File: src/rtl/da_z2_bit_serial_mac_if.sv
// Handshake and ROM-lookup bundle for the z2 bit-serial DA MAC.
// Both handshakes: a transfer happens on a rising clk edge where valid && ready; the
// sender holds its data stable while valid is high and ready is low.
interface da_z2_bit_serial_mac_if #(
  parameter int DATA_W = 16,
  parameter int ROM_W  = 16,
  parameter int ACC_W  = 32
);
  logic              in_valid;
  logic              in_ready;
  logic [DATA_W-1:0] x1;
  logic [DATA_W-1:0] x2;
  logic [DATA_W-1:0] x3;
  logic              rom_cs;
  logic [2:0]        rom_addr;
  logic [ROM_W-1:0]  rom_data;
  logic              out_valid;
  logic              out_ready;
  logic [ACC_W-1:0]  out_data;

  modport slave (
    input  in_valid, x1, x2, x3, rom_data, out_ready,
    output in_ready, rom_cs, rom_addr, out_valid, out_data
  );

  modport master (
    output in_valid, x1, x2, x3, rom_data, out_ready,
    input  in_ready, rom_cs, rom_addr, out_valid, out_data
  );
endinterface

File: src/rtl/da_z2_bit_serial_mac.sv
// Bit-serial distributed-arithmetic MAC for the z2 DCT row: LSB-first ROM lookups, shift-accumulate.
// Optional DA_ROUND_EN: round the Q.14 result half-up to integer and saturate to DATA_W.
module da_z2_bit_serial_mac #(
  parameter int DATA_W = 16,
  parameter int ROM_W  = 16,
  parameter int ACC_W  = 32
) (
  input  logic                   clk,
  input  logic                   rst,
  da_z2_bit_serial_mac_if.slave  bus,
  output logic [1:0]             dbg_state
);

  typedef enum logic [1:0] {
    IDLE = 2'd0,
    RUN  = 2'd1,
    DONE = 2'd2
  } state_t;

  localparam int JW = $clog2(DATA_W);
  localparam logic [JW-1:0] LAST_J = JW'(DATA_W - 1);

  state_t                    state_q, state_d;
  logic [JW-1:0]             j_q, j_d;
  logic [DATA_W-1:0]         sr1_q, sr1_d, sr2_q, sr2_d, sr3_q, sr3_d;
  logic signed [ACC_W-1:0]   acc_q, acc_d;
  logic signed [ACC_W-1:0]   out_data_q, out_data_d;
  logic signed [ACC_W-1:0]   rom_ext;
  logic signed [ACC_W-1:0]   term;
  logic signed [ACC_W-1:0]   acc_fin;

  function automatic logic signed [ACC_W-1:0] finalize(input logic signed [ACC_W-1:0] a);
`ifdef DA_ROUND_EN
    localparam logic signed [ACC_W-1:0] RND_HALF = ACC_W'(1 << 13);
    localparam logic signed [ACC_W-1:0] SAT_MAX  = ACC_W'((1 << (DATA_W - 1)) - 1);
    localparam logic signed [ACC_W-1:0] SAT_MIN  = ~SAT_MAX;
    logic signed [ACC_W-1:0] r;
    r = (a + RND_HALF) >>> 14;
    if (r > SAT_MAX) begin
      r = SAT_MAX;
    end else if (r < SAT_MIN) begin
      r = SAT_MIN;
    end
    return r;
`else
    return a;
`endif
  endfunction

  always_comb begin
    state_d    = state_q;
    j_d        = j_q;
    sr1_d      = sr1_q;
    sr2_d      = sr2_q;
    sr3_d      = sr3_q;
    acc_d      = acc_q;
    out_data_d = out_data_q;
    rom_ext    = {{(ACC_W - ROM_W){bus.rom_data[ROM_W-1]}}, bus.rom_data};
    term       = rom_ext <<< j_q;
    acc_fin    = acc_q - term;

    case (state_q)
      IDLE: begin
        if (bus.in_valid) begin
          sr1_d   = bus.x1;
          sr2_d   = bus.x2;
          sr3_d   = bus.x3;
          acc_d   = '0;
          j_d     = '0;
          state_d = RUN;
        end
      end
      RUN: begin
        sr1_d = sr1_q >> 1;
        sr2_d = sr2_q >> 1;
        sr3_d = sr3_q >> 1;
        // The sign-bit slice carries negative weight in two's complement.
        if (j_q == LAST_J) begin
          acc_d      = acc_fin;
          out_data_d = finalize(acc_fin);
          state_d    = DONE;
        end else begin
          acc_d = acc_q + term;
          j_d   = j_q + 1'b1;
        end
      end
      DONE: begin
        if (bus.out_ready) begin
          state_d = IDLE;
        end
      end
      default: state_d = IDLE;
    endcase
  end

  always_ff @(posedge clk or posedge rst) begin
    if (rst) begin
      state_q    <= IDLE;
      j_q        <= '0;
      sr1_q      <= '0;
      sr2_q      <= '0;
      sr3_q      <= '0;
      acc_q      <= '0;
      out_data_q <= '0;
    end else begin
      state_q    <= state_d;
      j_q        <= j_d;
      sr1_q      <= sr1_d;
      sr2_q      <= sr2_d;
      sr3_q      <= sr3_d;
      acc_q      <= acc_d;
      out_data_q <= out_data_d;
    end
  end

  assign bus.in_ready  = (state_q == IDLE);
  assign bus.rom_cs    = (state_q == RUN);
  assign bus.rom_addr  = (state_q == RUN) ? {sr1_q[0], sr2_q[0], sr3_q[0]} : 3'b000;
  assign bus.out_valid = (state_q == DONE);
  assign bus.out_data  = out_data_q;
  assign dbg_state     = state_q;

endmodule

File: src/flat_wrapper.sv
// flat-port wrapper written by rule: the top's interface ports become plain ports
module da_z2_bit_serial_mac_flat 
#(
  parameter int DATA_W = 16,
  parameter int ROM_W  = 16,
  parameter int ACC_W  = 32
)
  (clk, rst, dbg_state, bus_in_valid, bus_x1, bus_x2, bus_x3, bus_rom_data, bus_out_ready, bus_in_ready, bus_rom_cs, bus_rom_addr, bus_out_valid, bus_out_data);
  da_z2_bit_serial_mac_if #(.DATA_W(DATA_W), .ROM_W(ROM_W), .ACC_W(ACC_W)) bus_i ();
  input  logic clk;
  input  logic rst;
  output logic [1:0] dbg_state;
  input wire logic [$bits(bus_i.in_valid)-1:0] bus_in_valid;
  input wire logic [$bits(bus_i.x1)-1:0] bus_x1;
  input wire logic [$bits(bus_i.x2)-1:0] bus_x2;
  input wire logic [$bits(bus_i.x3)-1:0] bus_x3;
  input wire logic [$bits(bus_i.rom_data)-1:0] bus_rom_data;
  input wire logic [$bits(bus_i.out_ready)-1:0] bus_out_ready;
  output wire logic [$bits(bus_i.in_ready)-1:0] bus_in_ready;
  output wire logic [$bits(bus_i.rom_cs)-1:0] bus_rom_cs;
  output wire logic [$bits(bus_i.rom_addr)-1:0] bus_rom_addr;
  output wire logic [$bits(bus_i.out_valid)-1:0] bus_out_valid;
  output wire logic [$bits(bus_i.out_data)-1:0] bus_out_data;
  assign bus_i.in_valid = bus_in_valid;
  assign bus_i.x1 = bus_x1;
  assign bus_i.x2 = bus_x2;
  assign bus_i.x3 = bus_x3;
  assign bus_i.rom_data = bus_rom_data;
  assign bus_i.out_ready = bus_out_ready;
  assign bus_in_ready = bus_i.in_ready;
  assign bus_rom_cs = bus_i.rom_cs;
  assign bus_rom_addr = bus_i.rom_addr;
  assign bus_out_valid = bus_i.out_valid;
  assign bus_out_data = bus_i.out_data;
  da_z2_bit_serial_mac #(.DATA_W(DATA_W), .ROM_W(ROM_W), .ACC_W(ACC_W)) u_core (.clk(clk), .rst(rst), .bus(bus_i), .dbg_state(dbg_state));
endmodule
File: config.mk
export PLATFORM = sky130hd
export DESIGN_NAME = da_z2_bit_serial_mac_flat
export DESIGN_NICKNAME = d
export VERILOG_FILES = /design/src/rtl/da_z2_bit_serial_mac_if.sv /design/src/rtl/da_z2_bit_serial_mac.sv /design/src/flat_wrapper.sv
export SDC_FILE = /design/constraint.sdc
export NUM_CORES = 1
export LEC_CHECK = 0
export CAP_MARGIN = 30
export CORE_MARGIN = 5
export CORE_UTILIZATION = 30
export DETAILED_ROUTE_END_ITERATION = 10
export PLACE_DENSITY = 0.47
export REMOVE_ABC_BUFFERS = 1
export SLEW_MARGIN = 20
export SYNTH_ARGS = -nofsm -noshare
export SYNTH_HDL_FRONTEND = slang
export SYNTH_SLANG_ARGS = --single-unit
File: constraint.sdc
create_clock -name clk -period 5.2 [get_ports clk]
set_clock_uncertainty 0.05 [all_clocks]
set_input_delay 0.78 -clock clk [delete_from_list [all_inputs] [get_ports clk]]
set_output_delay 0.78 -clock clk [all_outputs]
set_load 0.05 [all_outputs]
# Word level (Yosys, flattened, before mapping)
# Index checks and enable logic that the tools add are counted.
# totals
output_inout_bits	40
inputBits	68
wordCells	41
ff_bits	118
# classes
n_reduce_logical	6
n_mux	17
n_eq_ne	7
addsub	3
shift	1
# op_table
cell	n
one-hot mux 16 bit (2 select lines)	3
2-to-1 mux 32 bit	2
one-hot mux 32 bit (2 select lines)	1
2-to-1 mux 16 bit	3
adder 32 bit	1
<<< shifter 16 x 4 -> 32 bit	1
subtractor 32 bit	1
2-to-1 mux 4 bit	2
one-hot mux 4 bit (2 select lines)	1
2-to-1 mux 2 bit	3
inequality test 2 bit, second input constant	3
one-hot mux 2 bit (3 select lines)	1
AND reduction 3 bit	2
adder 4 x 1 -> 4 bit, second input constant	1
equality test 4 bit, second input constant	1
AND reduction 2 bit	2
2-to-1 mux 3 bit	1
equality test 2 x 1 -> 1 bit, second input constant	1
equality test 2 bit, second input constant	1
zero test 2 bit	1
inequality test 2 x 1 -> 1 bit, second input constant	1
nonzero test 2 bit	1

# Logic depth before layout (Yosys ltp)
# Gate-level depths: netlist of the first run.
# depth
word_depth	4
depth_mapped	20
mapped_depth_nobuf	18

# Worst setup path after synthesis of the first run
# No wires, ideal clock.
# synth_path
path_type	register to register
startpoint	register u_core.j_q[0]
endpoint	register u_core.acc_q[30]
required_time_ns	5.019
setup_slack_ns	0.749
setup_ns	0.131
arrival_ns	4.269
path_stages_with_launch	17
cell_sequence	dfrtp_1 clkbuf_1 buf_1 mux2_2 mux2i_1 o21ai_0 o21ai_0 ha_1 nor4_4 nand4_1 a2111o_1 a31o_1 o221a_4 o21ai_4 a221oi_2 mux2i_1 or3_1
# synth_via
elab_chain_cells	4
word_cells_on_any_way	6
# synth_lines
element	line_no	text
start, declared	da_z2_bit_serial_mac.sv:24	logic [JW-1:0] j_q, j_d;
start signal, assigned	da_z2_bit_serial_mac.sv:107	j_q <= j_d;
<<< shifter 16 x 4 -> 32 bit	da_z2_bit_serial_mac.sv:59	term = rom_ext <<< j_q;
adder 32 bit or subtractor 32 bit (tied branches)	da_z2_bit_serial_mac.sv:83, da_z2_bit_serial_mac.sv:60	
2-to-1 mux 32 bit (*)	da_z2_bit_serial_mac.sv:78	if (j_q == LAST_J) begin
one-hot mux 32 bit (2 select lines) (*)	da_z2_bit_serial_mac.sv:62	case (state_q)
end signal, assigned	da_z2_bit_serial_mac.sv:103	acc_q <= '0;
end signal, assigned	da_z2_bit_serial_mac.sv:111	acc_q <= acc_d;
end, declared	da_z2_bit_serial_mac.sv:26	logic signed [ACC_W-1:0] acc_q, acc_d;
# Every way passes the cells marked *; elsewhere a longest branch is shown, timed or not.
# A chain may end at the register's enable or synchronous reset.

# Final worst setup path of the first run
# layout_path
startpoint	input bus_rom_data[9]
endpoint	register u_core.acc_q[28]
# layout_via
elab_chain_cells	4
word_cells_on_any_way	5
# layout_lines
element	line_no	text
start, declared	flat_wrapper.sv:17	input wire logic [$bits(bus_i.rom_data)-1:0] bus_rom_data;
<<< shifter 16 x 4 -> 32 bit (*)	da_z2_bit_serial_mac.sv:59	
adder 32 bit or subtractor 32 bit (tied branches)	da_z2_bit_serial_mac.sv:83, da_z2_bit_serial_mac.sv:60	
2-to-1 mux 32 bit (*)	da_z2_bit_serial_mac.sv:78	
one-hot mux 32 bit (2 select lines) (*)	da_z2_bit_serial_mac.sv:62	
# Marks and branches as above.

==> results of run 1 <==
[worst paths after layout]
check	to	slack (ns)
max	u_core.acc_q[28]$_DFFE_PP0P_	0.42
max reg2reg	u_core.acc_q[28]$_DFFE_PP0P_	0.50
max in group asynchronous	u_core.acc_q[17]$_DFFE_PP0P_	3.48
min	u_core.bus.out_data[4]$_DFFE_PP0P_	0.43
min reg2reg	u_core.bus.out_data[4]$_DFFE_PP0P_	0.43
min in group asynchronous	u_core.sr2_q[9]$_DFFE_PP0P_	0.75
[per-stage QoR]
stage          hold WS [ns]  std cells    util  cell area [sq um]  setup slack [ns]
6_report             0.4260       1662  0.3737              11730            0.4228
5_1_grt              0.4526       1662  0.3737              11730            0.1920
4_1_cts              0.4292       1661  0.3733              11720            0.4294
3_5_place_dp         0.4132       1629  0.3560              11180         -0.006785
3_3_place_gp         0.4042       1629  0.3560              11180           0.06556
2_1_floorplan        0.3918       1054       -               9066          -0.08928
[layout make-up]
class,instances,area [sq um]
repair buffers,174,1603
multi-input cells,863,5852
inverters,73,276.5
fillers,3212,19660
flip-flops and latches,118,2953
well taps,402,503.0
clock buffers,17,425.4
clock inverters,15,117.6
[critical path, delay by kind of cell]
| kind | cells | cell delay [ns] |
|---|---|---|
| muxes | 4 | 0.91 |
| buffers and inverters | 2 | 0.71 |
| adders and majority gates | 1 | 0.41 |
| and+or+nand+nor | 3 | 0.54 |
| AOI/OAI and AO/OA | 7 | 1.67 |
[registers in the layout, summed over array words and instances (netlist names)]
| name | count |
|---|---|
| u_core.acc_q | 32 |
| u_core.bus.out_data | 32 |
| u_core.sr1_q | 16 |
| u_core.sr2_q | 16 |
| u_core.sr3_q | 16 |
| u_core.j_q | 4 |
| u_core.dbg_state | 2 |
[cell families (layout without fill, tap and decap cells)]
logic type	Yosys count	in the layout	synth area share
AO/OA/AOI/OAI	329	329	0.2225
XOR/XNOR	52	52	0.04803
adder cells (fa/ha/maj)	66	66	0.08867
buffers and inverters	149	279	0.07283
flip-flops	118	118	0.3114
multiplexers	92	92	0.09856
AND/OR/NAND/NOR	324	324	0.1581
[routing by layer]
metal	wire (um)	GRT usage
met1	13720	0.2177
met2	13580	0.2740
met3	1348	0.03946
met4	569	0.04602
met5	13	0
[synthesized netlist by cell type (10+ instances only)]
library cell | count | area [sq um]
a21o_1 | 15 | 112.6
a21oi_1 | 67 | 335.3
clkbuf_1 | 48 | 180.2
dfrtp_1 | 118 | 2953
ha_1 | 64 | 800.8
inv_1 | 72 | 270.3
mux2_2 | 11 | 123.9
mux2i_1 | 81 | 810.8
nand2_1 | 149 | 559.3
nand2b_1 | 13 | 81.33
nand3_1 | 17 | 85.08
nor2_1 | 64 | 240.2
nor2b_1 | 13 | 81.33
nor3_1 | 17 | 85.08
o21a_1 | 13 | 97.59
o21ai_0 | 131 | 655.6
o21bai_1 | 10 | 75.07
xnor2_1 | 38 | 332.8
xor2_1 | 14 | 122.6
==> metrics, run 1 <==
vias in the first global route=8578; Root Buffer=clkbuf_16; status=finished, final reports clean; crit share post-route=0.9187; crit-path most repeated cell=mux2i_1; worst reg2reg startpoint=u_core.j_q[0]$_DFFE_PP0P_; die area=35270 sq um; Fmax=209.3 MHz; Post-route DRC=0; crit end category=flop; # IOs=108; nets=1381; share of cells above drive strength 1=0.1095; relative slew slack=0.4143; CTS sink count=118; Reg clk slew, reported paths=0.06 ns; DR vias/cell=5.019; CP startpoint=bus_rom_data[9]; hold path startpoint=u_core.bus.out_data[4]$_DFFE_PP0P_; commonest non-fill, non-tap cells in the layout=nand2_1, o21ai_0, dfrtp_1, clkdlybuf4s50_1, mux2i_1; EDFF count, synth=0; commonest non-fill, non-tap cell in the layout=nand2_1; register area share after synthesis=0.3114; Antenna Cells=0; H-tree levels=4; die width=187.8 um; kind of critical path=in2reg; TritonCTS Buffers=17; Netlist cell types=85; Syn Inst Count=1130; reg2reg path depth=16; total congestion overflow=0; Synth Cell Area=9483 sq um; total global-route track usage=0.1658; Fin Setup TNS=0 ns; number of max-cap violations=0; area delta synth->final=23.70%; Worst path slowest cell=clkdlybuf4s50_1; DR WL/cell=17.59 um; largest net degree at the start of global routing=67; detailed placement HPWL=21.56 mm; Hold Path Class=reg2reg; I/O Buffers=107; GP Congestion=0.9350; Syn. warnings=0; Skew-Pair Late Insertion Delay=0.43 ns; drt first pass iters=5; Via Count=8341; Hold-fix buffers, CTS=0; Routed Wire Length=29.24 mm; Final setup violation count=0; Starting DRT DRC Count=537; CTS tree=done; Cell Rows=65; ys async rst share=1.000; RSZ-0062 raised after global routing=false; Synth Area per Inst=8.392 sq um; slowest stage delay, CP=0.57 ns; clock tree buffer depth=2; Antenna Nets Post-Route=0; crit-path max FO=7; initial antenna violation count=1; post-layout min period=4.777 ns; Die Span Y=187.8 um; Slew Viols, Final=0; first-pass GRT wire length=47.06 mm; Required @ worst endpoint=5.46 ns; post_cts resized=0; Hold Path Depth=2; arrival time at the worst endpoint=5.03 ns; crit path launch type=input port; initial core utilization=0.3021; CORE AREA=31390 sq um; Hold Fails Final Rpt=0; ys flop type=dfrtp_1; Seq cells post-synth=118; # Post-CTS Setup Buffers=0; worst-margin pin slew=0.8763 ns; CP cell instances=clkdlybuf4s50_1, mux2i_1, mux2i_1, nand2_1, o21a_1, mux2_2, ha_1, nor4_4, nand4_1, a2111o_1, a31o_1, o221a_4, o21ai_4, buf_4, a221oi_2, mux2i_1, a221o_1
Power of run 1 is not shown: default switching activity piles up to over one toggle a cycle in this logic, so the estimate is an artifact.
==> inputs of run 2 (changes only) <==
CORE_UTILIZATION = 58   (was 30)
PLACE_DENSITY = 0.81   (was 0.47)
==> run 2 against run 1 <==
Against the previous run: sequential cell count unchanged; core utilization up 33 points; sequential share of layout area up 1.0 points; count of clock-buffer cells in the layout unchanged; via count up 1.9%; register-to-register slack better by 0.20 ns.
==> metrics, run 2 (same netlist as run 1, synthesis figures left out) <==
Post-route DRC=0 (unchanged); commonest non-fill, non-tap cells in the layout=nand2_1, o21ai_0, dfrtp_1, clkdlybuf4s50_1, mux2i_1; DR vias/cell=5.905 (+18%); CTS sink count=118 (unchanged); reg2reg setup slack=0.70 ns (+0.20 ns); worst-margin pin slew=0.7725 ns (-0.1038 ns); GP Congestion=1.003 (+7.2%); H-tree levels=4 (unchanged); worst hold endpoint=u_core.sr3_q[10]$_DFFE_PP0P_; RR Endpoint=u_core.acc_q[28]$_DFFE_PP0P_; die width=137.9 um (-27%); Hold Path Class=reg2reg; final core utilization=0.7068 (+0.3331); number of max-cap violations=0 (unchanged); largest net degree at the start of global routing=105 (+57%); Required @ worst endpoint=5.46 ns (about the same); drt first pass iters=5 (unchanged); Fin Setup TNS=0 ns (unchanged); detailed placement HPWL=18.67 mm (-13%); area delta synth->final=18.83%; Reg clk slew, reported paths=0.06 ns (about the same); RSZ-0062 raised after global routing=false; CORE AREA=15940 sq um (-49%); Slew Viols, Final=0 (unchanged); cell family with most CP delay=compound AO/OA/AOI/OAI gates; post_cts resized=0 (unchanged); status=finished, final reports clean; crit share post-route=0.9090 (-0.009678); Starting DRT DRC Count=647 (+20%); slowest stage delay, CP=0.48 ns (-0.09 ns); arrival time at the worst endpoint=4.99 ns (-0.04 ns); Die Span Y=137.9 um (-27%); Final setup violation count=0 (unchanged); TritonCTS Buffers=17 (unchanged); Hold-fix buffers, CTS=0 (unchanged); Via Count=8503 (+1.9%); initial antenna violation count=0 (-1); initial core utilization=0.5948 (+0.2927); Reg area=2953 sq um (unchanged); Antenna Nets Post-Route=0 (unchanged); Root Buffer=clkbuf_16; die area=19010 sq um (-46%); slack of the critical path=0.4731 ns (+0.05032 ns); reg2reg path depth=17 (+1); Routed Wire Length=25.63 mm (-12%); CP cell instances=clkdlybuf4s50_1, nor2b_1, a211oi_1, a21oi_1, nor2b_1, a31oi_1, or2_2, ha_1, a21oi_1, o22ai_1, o21ai_1, nor4_1, o221a_2, o21ai_1, o21ai_0, xor2_1, a221o_1; # IOs=108 (unchanged); Hold Path Depth=2 (unchanged); nets=1345 (-2.6%); crit path launch type=input port; CTS tree=done; # Post-CTS Setup Buffers=0 (unchanged); Skew-Pair Late Insertion Delay=0.43 ns (about the same); crit end category=flop; CP Buf/Inv Count=1 (-1); first-pass GRT wire length=41.40 mm (-12%); crit-path max FO=8 (+1); share of cells above drive strength 1=0.08333 (-0.02619); total congestion overflow=0 (unchanged); I/O Buffers=107 (unchanged); relative slew slack=0.4850 (+0.07073); Hold Fails Final Rpt=0 (unchanged); multi-input logic area=5852 sq um (unchanged); kind of critical path=in2reg; total global-route track usage=0.2763 (+0.1105); post-layout min period=4.727 ns (-0.05032 ns); critical path depth=17 (unchanged); Worst path slowest cell=nor4_1; Fmax=211.6 MHz (+1.1%); vias in the first global route=8298 (-3.3%); Antenna Cells=0 (unchanged); worst reg2reg startpoint=u_core.j_q[0]$_DFFE_PP0P_; commonest non-fill, non-tap cell in the layout=nand2_1; hold path startpoint=u_core.sr3_q[10]$_DFFE_PP0P_; clock tree buffer depth=2 (unchanged); Cell Rows=46 (-29%); pre-CTS WS=0.1392 ns (+0.1459 ns); fillers=1304 (-59%); DR WL/cell=17.80 um (+1.2%)
## run 2: final cells by class
cell class,count,area share
repair buffers,138,0.1175
clock inverters,15,0.01488
inverters,73,0.02454
clock buffers,17,0.03775
flip-flops and latches,118,0.2620
well taps,216,0.02398
multi-input cells,863,0.5193
## run 2: worst max-delay path by stage
stage,endpoint,startpoint
2_1_floorplan,u_core.acc_q[27]$_DFFE_PP0P_,u_core.dbg_state[0]$_DFFE_PP0P_
3_3_place_gp,u_core.acc_q[28]$_DFFE_PP0P_,bus_rom_data[4]
3_5_place_dp,u_core.acc_q[28]$_DFFE_PP0P_,bus_rom_data[4]
4_1_cts,u_core.acc_q[28]$_DFFE_PP0P_,bus_rom_data[4]
5_1_grt,u_core.acc_q[28]$_DFFE_PP0P_,bus_rom_data[4]
6_report,u_core.acc_q[28]$_DFFE_PP0P_,bus_rom_data[4]
## run 2: metrics by stage
stage | instance area [sq um] | hold WS, ns | std cells
finish | 11270 | 0.4252 | 1440
global route | 11270 | 0.4588 | 1440
CTS | 11250 | 0.4324 | 1439
detailed placement | 10660 | 0.4144 | 1407
global placement | 10660 | 0.4058 | 1407
floorplan | 9066 | 0.3918 | 1054
## run 2: per-layer routing
metal  vias up  part of all wire  track usage
li1       4130                 -            -
met1      3988              0.42       0.3561
met2       308              0.47       0.4501
met3        77             0.067      0.05951
met4         0             0.036       0.1180
met5         -                 0            0
## run 2: worst reg2reg max path, cell delays in order, from the launching register on
cell	delay, ns
dfrtp_1	0.38
buf_4	0.21
nor2b_1	0.17
a211oi_1	0.07
a21oi_1	0.17
nor2b_1	0.15
a31oi_1	0.05
or2_2	0.31
ha_1	0.46
a21oi_1	0.16
o22ai_1	0.30
o21ai_1	0.20
nor4_1	0.48
o221a_2	0.34
o21ai_1	0.15
o21ai_0	0.25
xor2_1	0.13
a221o_1	0.35
Power of run 2 is left out for the same reason.
==> inputs of run 3 (changes only) <==
CELL_PAD_IN_SITES_DETAIL_PLACEMENT = 0   (was unset)
CELL_PAD_IN_SITES_GLOBAL_PLACEMENT = 1   (was unset)
CORE_UTILIZATION = 44   (was 58)
PLACE_DENSITY = unset   (was 0.81)
PLACE_DENSITY_LB_ADDON = 0.15   (was unset)
==> run 3 against run 2 <==
Against the previous run: via count fell by 2.7%; global-route usage decreased by 5.7 points; cell count grew 4.9%; critical path depth fell by 1; sequential cell count unchanged; die area rose by 29%; critical path type unchanged; critical endpoint unchanged.
==> metrics, run 3 (same netlist as run 1, synthesis figures left out) <==
status=finished, final reports clean; H-tree levels=4 (unchanged); DR WL/cell=17.86 um (+0.37%); die width=156.8 um (+14%); # Post-CTS Setup Buffers=0 (unchanged); Antenna Nets Post-Route=0 (unchanged); GP Congestion=0.9403 (-6.2%); Fmax=215.0 MHz (+1.6%); Post-route DRC=0 (unchanged); critical path depth=16 (-1); arrival time at the worst endpoint=4.90 ns (-0.09 ns); relative slew slack=0.3665 (-0.1185); largest net degree at the start of global routing=99 (-5.7%); Final setup violation count=0 (unchanged); Hold-fix buffers, CTS=0 (unchanged); total global-route track usage=0.2192 (-0.05707); DR vias/cell=5.477 (-7.2%); crit end category=flop; RSZ-0062 raised after global routing=false; crit-path most repeated cell=o21ai_1; crit path launch type=input port; Post-DP Area=10840 sq um (+1.7%); CTS sink count=118 (unchanged); commonest non-fill, non-tap cells in the layout=nand2_1, o21ai_0, dfrtp_1, clkdlybuf4s50_1, mux2i_1; worst hold endpoint=u_core.sr2_q[11]$_DFFE_PP0P_; CORE AREA=21150 sq um (+33%); Slew Viols, Final=0 (unchanged); die area=24590 sq um (+29%); CP cell instances=clkdlybuf4s50_1, mux2_2, nor2_1, a21oi_1, mux2i_1, or2_2, ha_1, inv_1, o22ai_1, o21ai_1, nor4_1, o221a_2, o21ai_1, o21ai_0, xor2_1, a221o_1; Worst path slowest cell=nor4_1; TritonCTS Buffers=17 (unchanged); clock tree buffer depth=2 (unchanged); commonest non-fill, non-tap cell in the layout=nand2_1; multi-input logic area=5852 sq um (unchanged); Reg clk slew, reported paths=0.06 ns (about the same); post_cts resized=0 (unchanged); Via Count=8276 (-2.7%); kind of critical path=in2reg; Starting DRT DRC Count=545 (-16%); Cell Rows=53 (+15%); reg2reg setup slack=0.67 ns (-0.03 ns); crit share post-route=0.8943 (-0.01471); Routed Wire Length=26.99 mm (+5.3%); CP Buf/Inv Count=2 (+1); I/O Buffers=107 (unchanged); final instance area=11460 sq um (+1.7%); crit-path max FO=6 (-2); cell family with most CP delay=compound AO/OA/AOI/OAI gates; Skew-Pair Late Insertion Delay=0.42 ns (about the same); Reg area=2953 sq um (unchanged); worst reg2reg startpoint=u_core.j_q[0]$_DFFE_PP0P_; CTS tree=done; number of max-cap violations=0 (unchanged); worst-margin pin slew=0.9478 ns (+0.1753 ns); Hold Fails Final Rpt=0 (unchanged); total congestion overflow=0 (unchanged); Antenna Cells=0 (unchanged); Required @ worst endpoint=5.45 ns (about the same); Hold Path Class=reg2reg; Die Span Y=156.8 um (+14%); drt first pass iters=5 (unchanged); Hold Path Depth=2 (unchanged); hold path startpoint=u_core.sr2_q[11]$_DFFE_PP0P_; # IOs=108 (unchanged); area delta synth->final=20.81%; reg2reg path depth=16 (-1); first-pass GRT wire length=43.11 mm (+4.1%); fillers=1999 (+53%); post-layout min period=4.650 ns (-0.07647 ns); initial core utilization=0.4483 (-0.1465); Root Buffer=clkbuf_16; share of cells above drive strength 1=0.09223 (+0.008900); vias in the first global route=7993 (-3.7%); initial antenna violation count=0 (unchanged); RR Endpoint=u_core.acc_q[28]$_DFFE_PP0P_; slowest stage delay, CP=0.50 ns (+0.02 ns); detailed placement HPWL=19.70 mm (+5.5%); nets=1357 (+0.89%)
==> run 3: area by class of cell <==
| type | instances | share of cell area |
|---|---|---|
| Tap cell | 275 | 0.03003 |
| Multi-Input combinational cell | 863 | 0.5108 |
| Sequential cell | 118 | 0.2578 |
| Inverter | 73 | 0.02414 |
| Timing Repair Buffer | 150 | 0.1245 |
| Clock buffer | 17 | 0.03713 |
| Clock inverter | 15 | 0.01562 |
==> run 3: worst min-delay path: cells and delay by family, from the launching register on <==
family           cells  cell delay, ns
flip-flops           1            0.34
AO/OA/AOI/OAI        1            0.06
AND/OR/NAND/NOR      1            0.04
==> run 3: per-stage QoR <==
stage               utilization  hold WS, ns  TNS [ns]  std cells  worst slack [ns]
floorplan                     -       0.3918   -0.1648       1054          -0.08928
global placement         0.5123       0.4047         0       1478            0.1725
detailed placement       0.5123       0.4130         0       1478            0.1663
CTS                      0.5408       0.4280         0       1510            0.5841
global route             0.5416       0.4443         0       1511            0.2453
finish                   0.5416       0.4267         0       1511            0.5496
==> run 3: how the worst max path moves through the flow <==
stage / startpoint / to / slack, ns
2_1_floorplan: u_core.dbg_state[0]$_DFFE_PP0P_ / u_core.acc_q[27]$_DFFE_PP0P_ / -0.09
3_3_place_gp: bus_rom_data[4] / u_core.acc_q[29]$_DFFE_PP0P_ / 0.17
3_5_place_dp: bus_rom_data[3] / u_core.acc_q[28]$_DFFE_PP0P_ / 0.17
4_1_cts: bus_rom_data[4] / u_core.acc_q[28]$_DFFE_PP0P_ / 0.58
5_1_grt: bus_rom_data[0] / u_core.acc_q[30]$_DFFE_PP0P_ / 0.25
6_report: bus_rom_data[3] / u_core.acc_q[28]$_DFFE_PP0P_ / 0.55
==> run 3: layer usage <==
layer  GRT usage  up-vias  part of all wire
met5           0        -                 0
met1      0.3023     3929              0.47
met4     0.05455        0             0.015
met3     0.03236       29             0.035
li1            -     4151                 -
met2      0.3630      167              0.48
Power of run 3 is left out for the same reason.
